`config.mk`:
```
export PLATFORM = sky130hd
export DESIGN_NAME = inv_mix_columns_iter
export DESIGN_NICKNAME = d
export VERILOG_FILES = /design/src/rtl/inv_mix_columns_iter.sv
export SDC_FILE = /design/constraint.sdc
export NUM_CORES = 1
export LEC_CHECK = 0
export BUFFER_PORTS_ARGS = -buffer_cell sky130_fd_sc_hd__buf_2
export CORE_MARGIN = 2
export CORE_UTILIZATION = 45
export DETAILED_ROUTE_END_ITERATION = 6
export MAX_ROUTING_LAYER = met4
export PLACE_DENSITY = 0.73
export SYNTH_ARGS = -nofsm -noshare
export SYNTH_HDL_FRONTEND = slang
export SYNTH_SLANG_ARGS = --single-unit
```
`constraint.sdc`:
```
create_clock -name clk -period 9.6 [get_ports clk]
set_clock_uncertainty 0.1 [all_clocks]
set_input_delay 0.48 -clock clk [delete_from_list [all_inputs] [get_ports clk]]
set_output_delay 0.48 -clock clk [all_outputs]
set_load 0.05 [all_outputs]
```
`src/rtl/inv_mix_columns_iter.sv`:
```
// Iterative AES InvMixColumns: one 32-bit column per clock through a single shared
// GF(2^8) column engine, with valid/ready handshakes on both sides.
module inv_mix_columns_iter (
  input  logic         clk,
  input  logic         rst_n,
  input  logic         in_valid,
  output logic         in_ready,
  input  logic [127:0] in_data,
  output logic         out_valid,
  input  logic         out_ready,
  output logic [127:0] out_data,
  output logic         busy
);

  typedef enum logic [1:0] {StIdle, StBusy, StDone} state_e;

  state_e       state;
  logic [1:0]   col;
  logic [127:0] src;
  logic [127:0] res;

  logic [31:0]  col_in;
  logic [31:0]  col_out;

  function automatic logic [7:0] xtime(input logic [7:0] a);
    return {a[6:0], 1'b0} ^ (a[7] ? 8'h1b : 8'h00);
  endfunction

  function automatic logic [7:0] mul09(input logic [7:0] a);
    logic [7:0] x2, x4, x8;
    x2 = xtime(a);
    x4 = xtime(x2);
    x8 = xtime(x4);
    return x8 ^ a;
  endfunction

  function automatic logic [7:0] mul0b(input logic [7:0] a);
    logic [7:0] x2, x4, x8;
    x2 = xtime(a);
    x4 = xtime(x2);
    x8 = xtime(x4);
    return x8 ^ x2 ^ a;
  endfunction

  function automatic logic [7:0] mul0d(input logic [7:0] a);
    logic [7:0] x2, x4, x8;
    x2 = xtime(a);
    x4 = xtime(x2);
    x8 = xtime(x4);
    return x8 ^ x4 ^ a;
  endfunction

  function automatic logic [7:0] mul0e(input logic [7:0] a);
    logic [7:0] x2, x4, x8;
    x2 = xtime(a);
    x4 = xtime(x2);
    x8 = xtime(x4);
    return x8 ^ x4 ^ x2;
  endfunction

  // Column 0 lives in the MSBs; row 0 is the MSB byte of each column.
  always_comb begin
    col_in = src[127:96];
    case (col)
      2'd0: col_in = src[127:96];
      2'd1: col_in = src[95:64];
      2'd2: col_in = src[63:32];
      2'd3: col_in = src[31:0];
      default: col_in = src[127:96];
    endcase
  end

  // The single shared column engine.
  always_comb begin
    logic [7:0] a0, a1, a2, a3;
    a0 = col_in[31:24];
    a1 = col_in[23:16];
    a2 = col_in[15:8];
    a3 = col_in[7:0];
    col_out[31:24] = mul0e(a0) ^ mul0b(a1) ^ mul0d(a2) ^ mul09(a3);
    col_out[23:16] = mul09(a0) ^ mul0e(a1) ^ mul0b(a2) ^ mul0d(a3);
    col_out[15:8]  = mul0d(a0) ^ mul09(a1) ^ mul0e(a2) ^ mul0b(a3);
    col_out[7:0]   = mul0b(a0) ^ mul0d(a1) ^ mul09(a2) ^ mul0e(a3);
  end

  // Handshake flags are registered alongside the state so they never see the inputs.
  always_ff @(posedge clk or negedge rst_n) begin
    if (!rst_n) begin
      state     <= StIdle;
      col       <= 2'd0;
      src       <= '0;
      res       <= '0;
      in_ready  <= 1'b1;
      out_valid <= 1'b0;
      busy      <= 1'b0;
    end else begin
      case (state)
        StIdle: begin
          if (in_valid) begin
            src      <= in_data;
            col      <= 2'd0;
            state    <= StBusy;
            in_ready <= 1'b0;
            busy     <= 1'b1;
          end
        end
        StBusy: begin
          case (col)
            2'd0: res[127:96] <= col_out;
            2'd1: res[95:64]  <= col_out;
            2'd2: res[63:32]  <= col_out;
            2'd3: res[31:0]   <= col_out;
            default: res[127:96] <= col_out;
          endcase
          col <= col + 2'd1;
          if (col == 2'd3) begin
            state     <= StDone;
            out_valid <= 1'b1;
          end
        end
        StDone: begin
          if (out_ready) begin
            state     <= StIdle;
            out_valid <= 1'b0;
            in_ready  <= 1'b1;
            busy      <= 1'b0;
          end
        end
        default: begin
          state     <= StIdle;
          in_ready  <= 1'b1;
          out_valid <= 1'b0;
          busy      <= 1'b0;
        end
      endcase
    end
  end

  assign out_data = res;

endmodule

```
# Yosys cells after proc, flatten, opt, wreduce, memory -nomap -nowiden
# Cells that the tools add are included.
# word_totals
register_bits	263
latch_bits	0
mem_bits_rw	0
rom_bits	0
input_bits	132
elab_cells	108
n_memories	0
# classes
add_sub_neg	1
n_mul	0
div_mod_pow	0
order_cmp	0
n_eq_ne	8
n_shift	0
mux	27
bitwise	50
reduce_logical	12
# op_table
cell	n
XOR 8 bit	38
case mux 32 bit (4 select lines)	1
XOR 8 x 5 -> 8 bit	10
two-way mux 5 bit	12
AND reduction 2 bit	6
case mux 1 bit (3 select lines)	3
AND reduction 3 bit	3
two-way mux 2 bit	4
== test 2 bit (second input constant)	3
inequality test 2 bit (second input constant)	3
case mux 2 bit (3 select lines)	1
two-way mux 1 bit	5
== test 2 x 1 -> 1 bit (second input constant)	2
zero test 2 bit	2
case mux 2 bit (2 select lines)	1
adder 2 x 1 -> 2 bit (second input constant)	1
NOT 1 bit	2
nonzero test 2 bit	1

# Depth between registers and ports, before layout
# Gate-level depths: netlist (run 1).
# depth
ltp_word	13
ltp_mapped	15

# Least setup slack after synthesis (run 1)
# OpenSTA, ideal clock, no wires.
# synth_timing
kind	register -> register
startpoint	register col[0]
endpoint	register res[108], in the netlist out_data[108]
setup_ns	0.131
arrival_ns	3.078
required_time_ns	9.369
path_slack_ns	6.291
path_stages_with_launch	12
n_path_buf	1
period_less_slack_ns	3.309
cell_sequence	dfrtp_1 -> inv_1 -> ha_1 -> buf_6 -> a222oi_1 -> and3b_1 -> o31ai_4 -> xnor2_2 -> xnor3_2 -> xnor2_2 -> xnor2_1 -> o21ai_1
# synth_via
elab_chain_len	11
elab_cells_between_ends	39
classes_between	3 x eq/ne; 12 x mux; 22 x bitwise; 2 x reduce/logical
# synth_lines
item	line	text
start, declared	18	logic [1:0] col;
start signal, assigned	115	col <= col + 2'd1;
== test 2 bit, or another cell as far along	64	case (col)
case mux 32 bit (4 select lines)	64	
XOR 8 x 5 -> 8 bit	26	return {a[6:0], 1'b0} ^ (a[7] ? 8'h1b : 8'h00);
two-way mux 5 bit or XOR 8 x 5 -> 8 bit (tied branches)	26	
XOR 8 x 5 -> 8 bit or two-way mux 5 bit (tied branches)	26	
XOR 8 x 5 -> 8 bit	26	
XOR 8 bit (2 in a row)	50	return x8 ^ x4 ^ a;
XOR 8 bit (3 in a row)	82	col_out[15:8] = mul0d(a0) ^ mul09(a1) ^ mul0e(a2) ^ mul0b(a3);
end signal, assigned	109	2'd0: res[127:96] <= col_out;
end signal, assigned	113	default: res[127:96] <= col_out;
end, declared	20	logic [127:0] res;
# Several ways; a longest one is shown, not always the timed one.
# A chain may end at the register's enable or synchronous reset.

# Final worst setup path (run 1)
# layout_timing
startpoint	register col[0]
endpoint	register res[123], in the netlist out_data[123]
# layout_via
elab_chain_len	11
elab_cells_between_ends	38
classes_between	3 x eq/ne; 11 x mux; 22 x bitwise; 2 x reduce/logical
# layout_lines
item	line	text
== test 2 bit, or another cell as far along	64	
case mux 32 bit (4 select lines)	64	
two-way mux 5 bit or XOR 8 x 5 -> 8 bit (tied branches)	26	
XOR 8 x 5 -> 8 bit	26	
XOR 8 x 5 -> 8 bit or two-way mux 5 bit (tied branches)	26	
XOR 8 x 5 -> 8 bit or XOR 8 bit (tied branches)	26	
XOR 8 bit (on tied branches) (2 in a row)	58, 42	
XOR 8 bit (3 in a row)	80	col_out[31:24] = mul0e(a0) ^ mul0b(a1) ^ mul0d(a2) ^ mul09(a3);
# Several ways; a longest one is shown, not always the timed one.

==> results of run 1 <==
-- metal layers --
layer	track usage	up-vias	routed length, um
met4	0.06164	0	847
li1	-	4579	-
met1	0.3136	4787	15940
met3	0.04156	62	2518
met5	-	-	0
met2	0.3953	363	17340
-- cell families (layout without fill, tap and decap cells) --
| group | count (synthesis) | in the layout | share of synthesized area |
|---|---|---|---|
| other | 0 | 5 | 0 |
| and+or+nand+nor | 216 | 216 | 0.06404 |
| xor gates and xnor gates | 249 | 249 | 0.1749 |
| AOI/OAI and AO/OA | 251 | 251 | 0.1180 |
| muxes | 133 | 133 | 0.1122 |
| DFF | 263 | 263 | 0.4962 |
| adders and majority gates | 5 | 5 | 0.004716 |
| buffers and inverters | 86 | 335 | 0.02999 |
-- timing repair --
item,4_1_cts,5_1_grt
resized for setup,0,0
endpoints found under the hold margin,109,0
hold buffers,1,0
-- flip-flops by register name, summed over array words and instances, names as in the netlist --
signal / count
out_data: 128
src: 128
col: 2
state: 2
busy: 1
in_ready: 1
out_valid: 1
-- final cells by class --
cell class              instances  share of cell area
clock inverters                 8            0.005325
multi-input cells             854              0.4006
diodes                          5           0.0007948
clock buffers                  40             0.05055
well taps                     384             0.03052
repair buffers                279             0.09220
flip-flops and latches        263              0.4181
inverters                       8            0.001907
-- layout by cell type (no fill, tap or decap), types with 5 or more instances in the layout --
cell and n:
inv_1 7, dfrtp_1 262, o21ai_1 24, xnor2_1 179, a21oi_1 39, buf_4 16
clkbuf_16 28, o21ai_0 121, a2bb2oi_1 6, nand2_1 161, clkbuf_1 7, xnor2_2 10
mux2i_1 7, a22oi_1 6, nor3_1 5, diode_2 5, a222oi_1 26, a21boi_0 5
nor2b_1 8, nor2_1 35, clkbuf_8 5, xor2_1 55, buf_2 261, mux2_2 126
-- per-stage QoR --
step / worst slack (ps) / cell area [um2] / std cells
floorplan: 6291 / 13270 / 1203
CTS: 5072 / 15730 / 1836
detailed placement: 5076 / 14840 / 1787
global placement: 5079 / 14840 / 1787
finish: 4999 / 15740 / 1841
global route: 4672 / 15740 / 1839
-- critical path, stage by stage (launching register included) --
cell and delay (ps):
dfrtp_1 400, inv_1 120, ha_2 190, buf_4 320
inv_2 100, buf_4 600, a2bb2oi_1 860, xnor2_2 280
xnor2_2 250, xnor2_2 310, xnor2_1 130, xnor2_1 500
o21ai_0 180
-- worst paths after layout --
kind,start,endpoint,cells past startpoint
worst max-delay path,col[0],out_data[123],12
worst min-delay path,in_data[104],src[104],3
worst max register to register,col[0],out_data[123],12
worst min register to register,out_data[33],out_data[33],2
max in group asynchronous,rst_n,src[106],3
min in group asynchronous,rst_n,out_data[56],2
==> metrics, run 1 <==
area leader, netlist dfrtp_1; CORE AREA 0.02886 mm2; RSZ-0062 raised after global routing false; Setup Viol. Count Final 0; IO Count ~260; most frequent cell after synthesis dfrtp_1; Seq/Total Area, Yosys 0.4962; max-slew violations 0; crit path DAT 4880 ps; flip-flop and latch area about 0.0066 mm2; Crit. End Element flip-flop; Setup TNS Final 0 ps; Tmin final 4601 ps; Area contributors post-synth dfrtp_1 (49%), xnor2_1 (12%), mux2_2 (11%); critical path startpoint category flip-flop; number of synthesized flops with an enable pin 0; relative slew slack 0.02943; Port Buf Inserts 262; failing checks DRC; initial drt markers 798; Worst Hold Class in -> reg; area occupied by multi-input gates 0.006306 mm2; Synth top cells by count dfrtp_1 (262), xnor2_1 (179), nand2_1 (165), mux2_2 (126), o21ai_0 (121); Die H 175.7 um; Bufs on Longest Clock Path 3; Fillers 2539; FP Rows 62; hold slack final 44.77 ps; routed len/inst 19.91 um; setup slack, reg-to-reg 5000 ps; via count 9791; period utilisation layout 0.4793; Post-route DRC 2; Area Overhead vs Synth 18.66%; postcts setup bufs 0; register bit total from synthesis 263; Post-synth ARST share 1.000; CTS tree built; Via-to-Cell Ratio 5.318; gr ovfl total 0; Initial Utilization 0.4597; max-cap viol count 0; routability cong. 0.9851; aggregate global-route resource usage 0.2417; Netlist cell types 42; cells after synthesis around 1200; worst endpoint required time 9880 ps; TritonRoute pass-1 iters 7; Clock transition at path regs ~60 ps; final hold vios 0; die area 0.03087 mm2; Synth Net Count 1340; Layout Nets about 1600; DPL Wire Length 27460 um; Routed Antenna Nets 0; antenna violations before repair 3; clock latency on the worst-skew pair 550 ps; outcome complete, but fails checks; post-synth top area share 0.4942; Worst Path Class, Setup reg -> reg; ratio of cells with drive above 1 in the final layout 0.3264; total CTS buffers 28; clk sinks around 260; largest net degree at the start of global routing 113; prevailing post-synth register cell dfrtp_1; critical path peak fanout 75; final core utilization 0.5455; vias in the first global route between 9000 and 10000; # H-tree levels 1; Detailed Route WL around 37000 um; die span in x roughly 180 um; root buffer cell clkbuf_16; Peak Freq 217.3 MHz; average size of a mapped cell 11.03 um2; worst-margin pin slew 1456 ps; Post-Syn Area 0.01327 mm2; YS warnings 0; global-route wire length before repair 55740 um
Power of run 1 is left out: the tool's default activity adds up to more than one toggle a clock period on the data nets, which glitch-free logic cannot reach.
==> run 2, diff against run 1 <==
--- a/config.mk
+++ b/config.mk
@@ -10,7 +10,7 @@
 export CORE_UTILIZATION = 45
 export DETAILED_ROUTE_END_ITERATION = 6
 export MAX_ROUTING_LAYER = met4
-export PLACE_DENSITY = 0.73
+export PLACE_DENSITY = 0.76
 export SYNTH_ARGS = -nofsm -noshare
 export SYNTH_HDL_FRONTEND = slang
 export SYNTH_SLANG_ARGS = --single-unit
==> constraint.sdc (replaced) <==
create_clock -name clk -period 4 [get_ports clk]
set_clock_uncertainty 0.1 [all_clocks]
set_input_delay 0.2 -clock clk [delete_from_list [all_inputs] [get_ports clk]]
set_output_delay 0.2 -clock clk [all_outputs]
set_load 0.05 [all_outputs]
==> metrics, run 2 (same netlist as run 1, synthesis figures left out) <==
outcome completed; Detailed Route WL 39820 um (+8.6%); Setup TNS Final 0 ps (unchanged); IO Count 263 (unchanged); Layout Nets 1743 (+11%); aggregate global-route resource usage 0.2648 (+0.02319); critical path startpoint category flip-flop; via count 10597 (+8.2%); Worst Path Class, Setup reg -> reg; Port Buf Inserts 262 (unchanged); global-route wire length before repair 61480 um (+10%); flip-flop and latch area 0.006583 mm2 (unchanged); vias in the first global route 10700 (+11%); max-cap viol count 0 (unchanged); Worst Hold Class in -> async; Die H 175.7 um (unchanged); Area Overhead vs Synth 31.68%; worst-margin pin slew 1033 ps (-422.6 ps); clock latency on the worst-skew pair 550 ps (about the same); gr ovfl total 0 (unchanged); Peak Freq 261.3 MHz (+20%); Post-route DRC 0 (-2); largest net degree at the start of global routing 126 (+12%); commonest non-fill, non-tap cell in the layout dfrtp_1; # H-tree levels 1 (unchanged); antenna violations before repair 0 (-3); max-slew violations 0 (unchanged); initial drt markers 798 (unchanged); FP Rows 62 (unchanged); routed len/inst 19.80 um (-0.54%); Tmin final 3828 ps (-773.4 ps); Crit. End Element flip-flop; TritonRoute pass-1 iters 5 (-2); number of diodes 0 (-5); Initial Utilization 0.4597 (unchanged); DPL Wire Length 27930 um (+1.7%); most frequent cells in the layout dfrtp_1 (262), buf_2 (261), xnor2_1 (179); Routed Antenna Nets 0 (unchanged); period utilisation layout 0.9569 (+0.4776); CORE AREA 0.02886 mm2 (unchanged); ratio of cells with drive above 1 in the final layout 0.3190 (-0.007454); Fillers 2344 (-7.7%); cts repair resizes 0 (unchanged); total CTS buffers 27 (-3.6%); die span in x 175.7 um (unchanged); Clock transition at path regs 60 ps (about the same); Setup Viol. Count Final 0 (unchanged); Bufs on Longest Clock Path 3 (unchanged); clk sinks 263 (unchanged); crit path DAT 4120 ps (-760 ps); relative slew slack 0.3087 (+0.2793); CTS tree built; final hold vios 0 (unchanged); R2R cell count 11 (-1); area occupied by multi-input gates 0.006306 mm2 (unchanged); die area 0.03087 mm2 (unchanged); Via-to-Cell Ratio 5.270 (-0.92%); root buffer cell clkbuf_16; routability cong. 1.005 (+2.1%); critical path peak fanout 13 (-83%); worst endpoint required time 4290 ps (-5590 ps); RSZ-0062 raised after global routing false
run 2: cell type report:
| class | count | area share |
|---|---|---|
| Clock buffer | 38 | 0.04333 |
| Inverter | 8 | 0.001719 |
| Clock inverter | 12 | 0.01003 |
| Timing Repair Buffer | 452 | 0.1796 |
| Sequential cell | 263 | 0.3768 |
| Tap cell | 384 | 0.02750 |
| Multi-Input combinational cell | 854 | 0.3610 |
run 2: timing repair:
item,CTS,global route
buffers inserted,0,1
hold endpoints to repair,256,0
endpoints found under the setup margin,0,4
hold buffers,131,0
run 2: worst paths after layout:
| path | start | end | slack, ps |
|---|---|---|---|
| min in group clk | in_data[73] | src[73] | 320 |
| setup / recovery | col[0] | out_data[100] | 170 |
| hold / removal | rst_n | out_data[118] | 260 |
| max in group asynchronous | rst_n | src[126] | 2600 |
| setup reg to reg | col[0] | out_data[100] | 170 |
| hold reg to reg | out_data[46] | out_data[46] | 370 |
run 2: critical path, stage by stage, from the launching register on:
cell	delay (ps)
dfrtp_1	390
inv_1	110
ha_1	240
buf_4	200
a222oi_1	560
xnor2_1	230
xor2_1	170
mux2i_1	100
xnor2_1	440
xnor3_1	560
xnor2_1	430
o21ai_1	130
run 2: per-layer routing:
layer / part of all wire / routed length [um] / vias up / GRT usage
met4: 0.027 / 1079 / 0 / 0.07163
met1: 0.42 / 16530 / 5193 / 0.3365
met3: 0.063 / 2489 / 77 / 0.03377
met2: 0.50 / 19720 / 417 / 0.4488
met5: 0 / 0 / - / -
li1: - / - / 4910 / -
run 2: per-stage QoR:
stage | setup slack (ps) | utilization | hold WS (ps) | std cells | cell area (um2)
2_1_floorplan | 691.2 | - | -195.6 | 1203 | 13270
3_3_place_gp | 292.3 | 0.5274 | 263.1 | 1829 | 15220
3_5_place_dp | 219.9 | 0.5274 | 267.0 | 1829 | 15220
4_1_cts | 191.2 | 0.6051 | 298.5 | 2010 | 17460
5_1_grt | 22.63 | 0.6054 | 319.3 | 2011 | 17470
6_report | 172.4 | 0.6054 | 260.2 | 2011 | 17470
Power of run 2 is left out for the same reason.
==> run 3, diff against run 2 <==
--- a/config.mk
+++ b/config.mk
@@ -5,12 +5,13 @@
 export SDC_FILE = /design/constraint.sdc
 export NUM_CORES = 1
 export LEC_CHECK = 0
+export ABC_AREA = 1
 export BUFFER_PORTS_ARGS = -buffer_cell sky130_fd_sc_hd__buf_2
 export CORE_MARGIN = 2
 export CORE_UTILIZATION = 45
 export DETAILED_ROUTE_END_ITERATION = 6
 export MAX_ROUTING_LAYER = met4
-export PLACE_DENSITY = 0.76
+export PLACE_DENSITY = 0.72
 export SYNTH_ARGS = -nofsm -noshare
 export SYNTH_HDL_FRONTEND = slang
 export SYNTH_SLANG_ARGS = --single-unit
==> constraint.sdc (replaced) <==
create_clock -name clk -period 3.8 [get_ports clk]
set_clock_uncertainty 0.1 [all_clocks]
set_input_delay 0.19 -clock clk [delete_from_list [all_inputs] [get_ports clk]]
set_output_delay 0.19 -clock clk [all_outputs]
set_load 0.05 [all_outputs]
==> metrics, run 3 <==
Netlist cell types 43 (+2.4%); worst endpoint required time 4140 ps (-150 ps); CP Cell Sequence inv_1 > ha_1 > inv_2 > buf_4 > nand2_1 > nor2_1 > nor2_4 > inv_2 > nand2_1 > nand2_1 > nand2_1 > nand2_1 > nand2_1 > nand2_1 > nand2_1 > nand3_1 > nand3_1 > nand3_1 > nand2_1; initial drt markers 1281 (+61%); cell count after placement 2834 (+55%); worst-margin pin slew 862.8 ps (-170.4 ps); CORE AREA 0.03336 mm2 (+16%); Crit. End Element flip-flop; Die H 187.4 um (+6.7%); aggregate global-route resource usage 0.3243 (+0.05950); most frequent cells in the layout nand2_1 (1229), dfrtp_1 (262), buf_2 (261); RSZ-0062 raised after global routing false; number of synthesized flops with an enable pin 0 (unchanged); IO Count 263 (unchanged); Synth Net Count 2275 (+70%); die span in x 187.4 um (+6.7%); antenna violations before repair 1 (+1); Synth top cells by count nand2_1 (1230), dfrtp_1 (262), nand3_1 (161), inv_1 (77), xor2_1 (75); relative slew slack 0.4248 (+0.1160); Setup TNS Final 0 ps (unchanged); Port Buf Inserts 262 (unchanged); Post-Layout Cell Count 3016 (+50%); largest net degree at the start of global routing 108 (-14%); Setup Viol. Count Final 0 (unchanged); Detailed Route WL 55370 um (+39%); final hold vios 0 (unchanged); YS warnings 0 (unchanged); DPL Wire Length 39110 um (+40%); max-slew violations 0 (unchanged); max-cap viol count 0 (unchanged); routed len/inst 18.36 um (-7.3%); TritonRoute pass-1 iters 6 (+1); most used cell along the critical path nand2_1; postcts setup bufs 0 (unchanged); via count 15466 (+46%); gr ovfl total 0 (unchanged); commonest non-fill, non-tap cell in the layout nand2_1; register bit total from synthesis 263 (unchanged); critical path peak fanout 21 (+8); # H-tree levels 1 (unchanged); global-route wire length before repair 86530 um (+41%); Tmin final 3446 ps (-381.9 ps); Post-Syn Area 0.01514 mm2 (+14%); Post-synth ARST share 1.000 (unchanged); highest cell delay on the worst timing path 410 ps (-150 ps); Worst Hold Class in -> async; crit path DAT 3790 ps (-330 ps); Peak Freq 290.2 MHz (+11%); FP Rows 67 (+8.1%); CTS tree built; hold slack final 205.1 ps (-55.16 ps); outcome completed; Via-to-Cell Ratio 5.128 (-2.7%); clock latency on the worst-skew pair 550 ps (about the same); clk sinks 263 (unchanged); Seq/Total Area, Yosys 0.4348 (-0.06135); critical-path cell with the highest stage delay dfrtp_1; prevailing post-synth register cell dfrtp_1; routability cong. 1.025 (+2.0%); Post-route DRC 0 (unchanged); Routed Antenna Nets 0 (unchanged); Bufs on Longest Clock Path 3 (unchanged); Worst Path Class, Setup reg -> reg; Area Overhead vs Synth 28.22%; average size of a mapped cell 7.081 um2 (-36%); most frequent cell after synthesis nand2_1; period utilisation layout 0.9068 (-0.05015); area leader, netlist dfrtp_1; Initial Utilization 0.4537 (-0.005997); cells after synthesis 2138 (+78%); die area 0.03512 mm2 (+14%); root buffer cell clkbuf_16; total CTS buffers 28 (+3.7%); ratio of cells with drive above 1 in the final layout 0.1792 (-0.1398); critical path startpoint category flip-flop; Clock transition at path regs 60 ps (about the same); post-synth top area share 0.4331 (-0.06111); final core utilization 0.5818 (-0.02361); vias in the first global route 15018 (+40%); Area contributors post-synth dfrtp_1 (43%), nand2_1 (30%), nand3_1 (5.3%); Layout Nets 2684 (+54%)
-- run 3: changes by cell type in the layout (fill, tap and decap cells not counted), moves of 24 or more --
cell / previous run / this run
a21oi_1: 39 / 1
o21ai_0: 121 / 18
xnor2_1: 179 / 29
nand3_1: 0 / 161
nand2_1: 161 / 1229
inv_1: 7 / 77
nor2_1: 35 / 65
a222oi_1: 26 / 0
nand2_2: 4 / 28
mux2_2: 126 / 0
-- run 3: routing by layer --
layer	vias to the layer above	global-route usage	share of wire
met5	-	-	0
li1	7398	-	-
met3	85	0.03527	0.069
met1	7288	0.4255	0.42
met4	0	0.08752	0.030
met2	695	0.5372	0.48
-- run 3: area by class of cell --
class	count	area (um2)
fillers	3049	13950
multi-input cells	1718	7886
flip-flops and latches	263	6583
repair buffers	447	3088
clock buffers	45	895.9
well taps	448	560.5
inverters	89	336.6
clock inverters	5	57.56
diodes	1	2.502
-- run 3: cells by family (layout without fill, tap and decap cells) --
group / Yosys count / after routing / share of synthesized area
AOI/OAI and AO/OA: 53 / 53 / 0.02843
xor gates and xnor gates: 110 / 110 / 0.06612
adders and majority gates: 5 / 5 / 0.004133
buffers and inverters: 157 / 586 / 0.04554
DFF: 263 / 263 / 0.4348
other: 0 / 1 / 0
and+or+nand+nor: 1550 / 1550 / 0.4209
-- run 3: worst max-delay path, delay by kind of cell, from the launching register on --
kind / cells / cell delay [ps]
buffers and inverters: 4 / 780
flip-flops: 1 / 410
adder cells (fa/ha/maj): 1 / 250
AND/OR/NAND/NOR: 14 / 1790
-- run 3: worst paths after layout --
check | start | endpoint | slack, ps | cells after the start
max in group asynchronous | rst_n | out_data[69] | 2400 | 3
setup / recovery | col[0] | out_data[4] | 350 | 19
hold reg to reg | busy | busy | 370 | 2
min in group clk | in_data[23] | src[23] | 260 | 4
setup reg to reg | col[0] | out_data[4] | 350 | 19
hold / removal | rst_n | out_data[80] | 210 | 2
-- run 3: per-stage QoR --
step | area, um2 | worst slack [ps]
after detailed placement | 17140 | 335.7
after global placement | 17140 | 370.8
after CTS | 19400 | 333.8
final | 19410 | 354.3
after floorplan | 15140 | 1270
after global routing | 19410 | 96.55
-- run 3: repair_timing --
action,4_1_cts,5_1_grt
hold buffers,131,0
hold endpoints to repair,233,0
gates resized for setup,0,1
setup endpoints to repair,0,2
Power of run 3 is left out for the same reason.
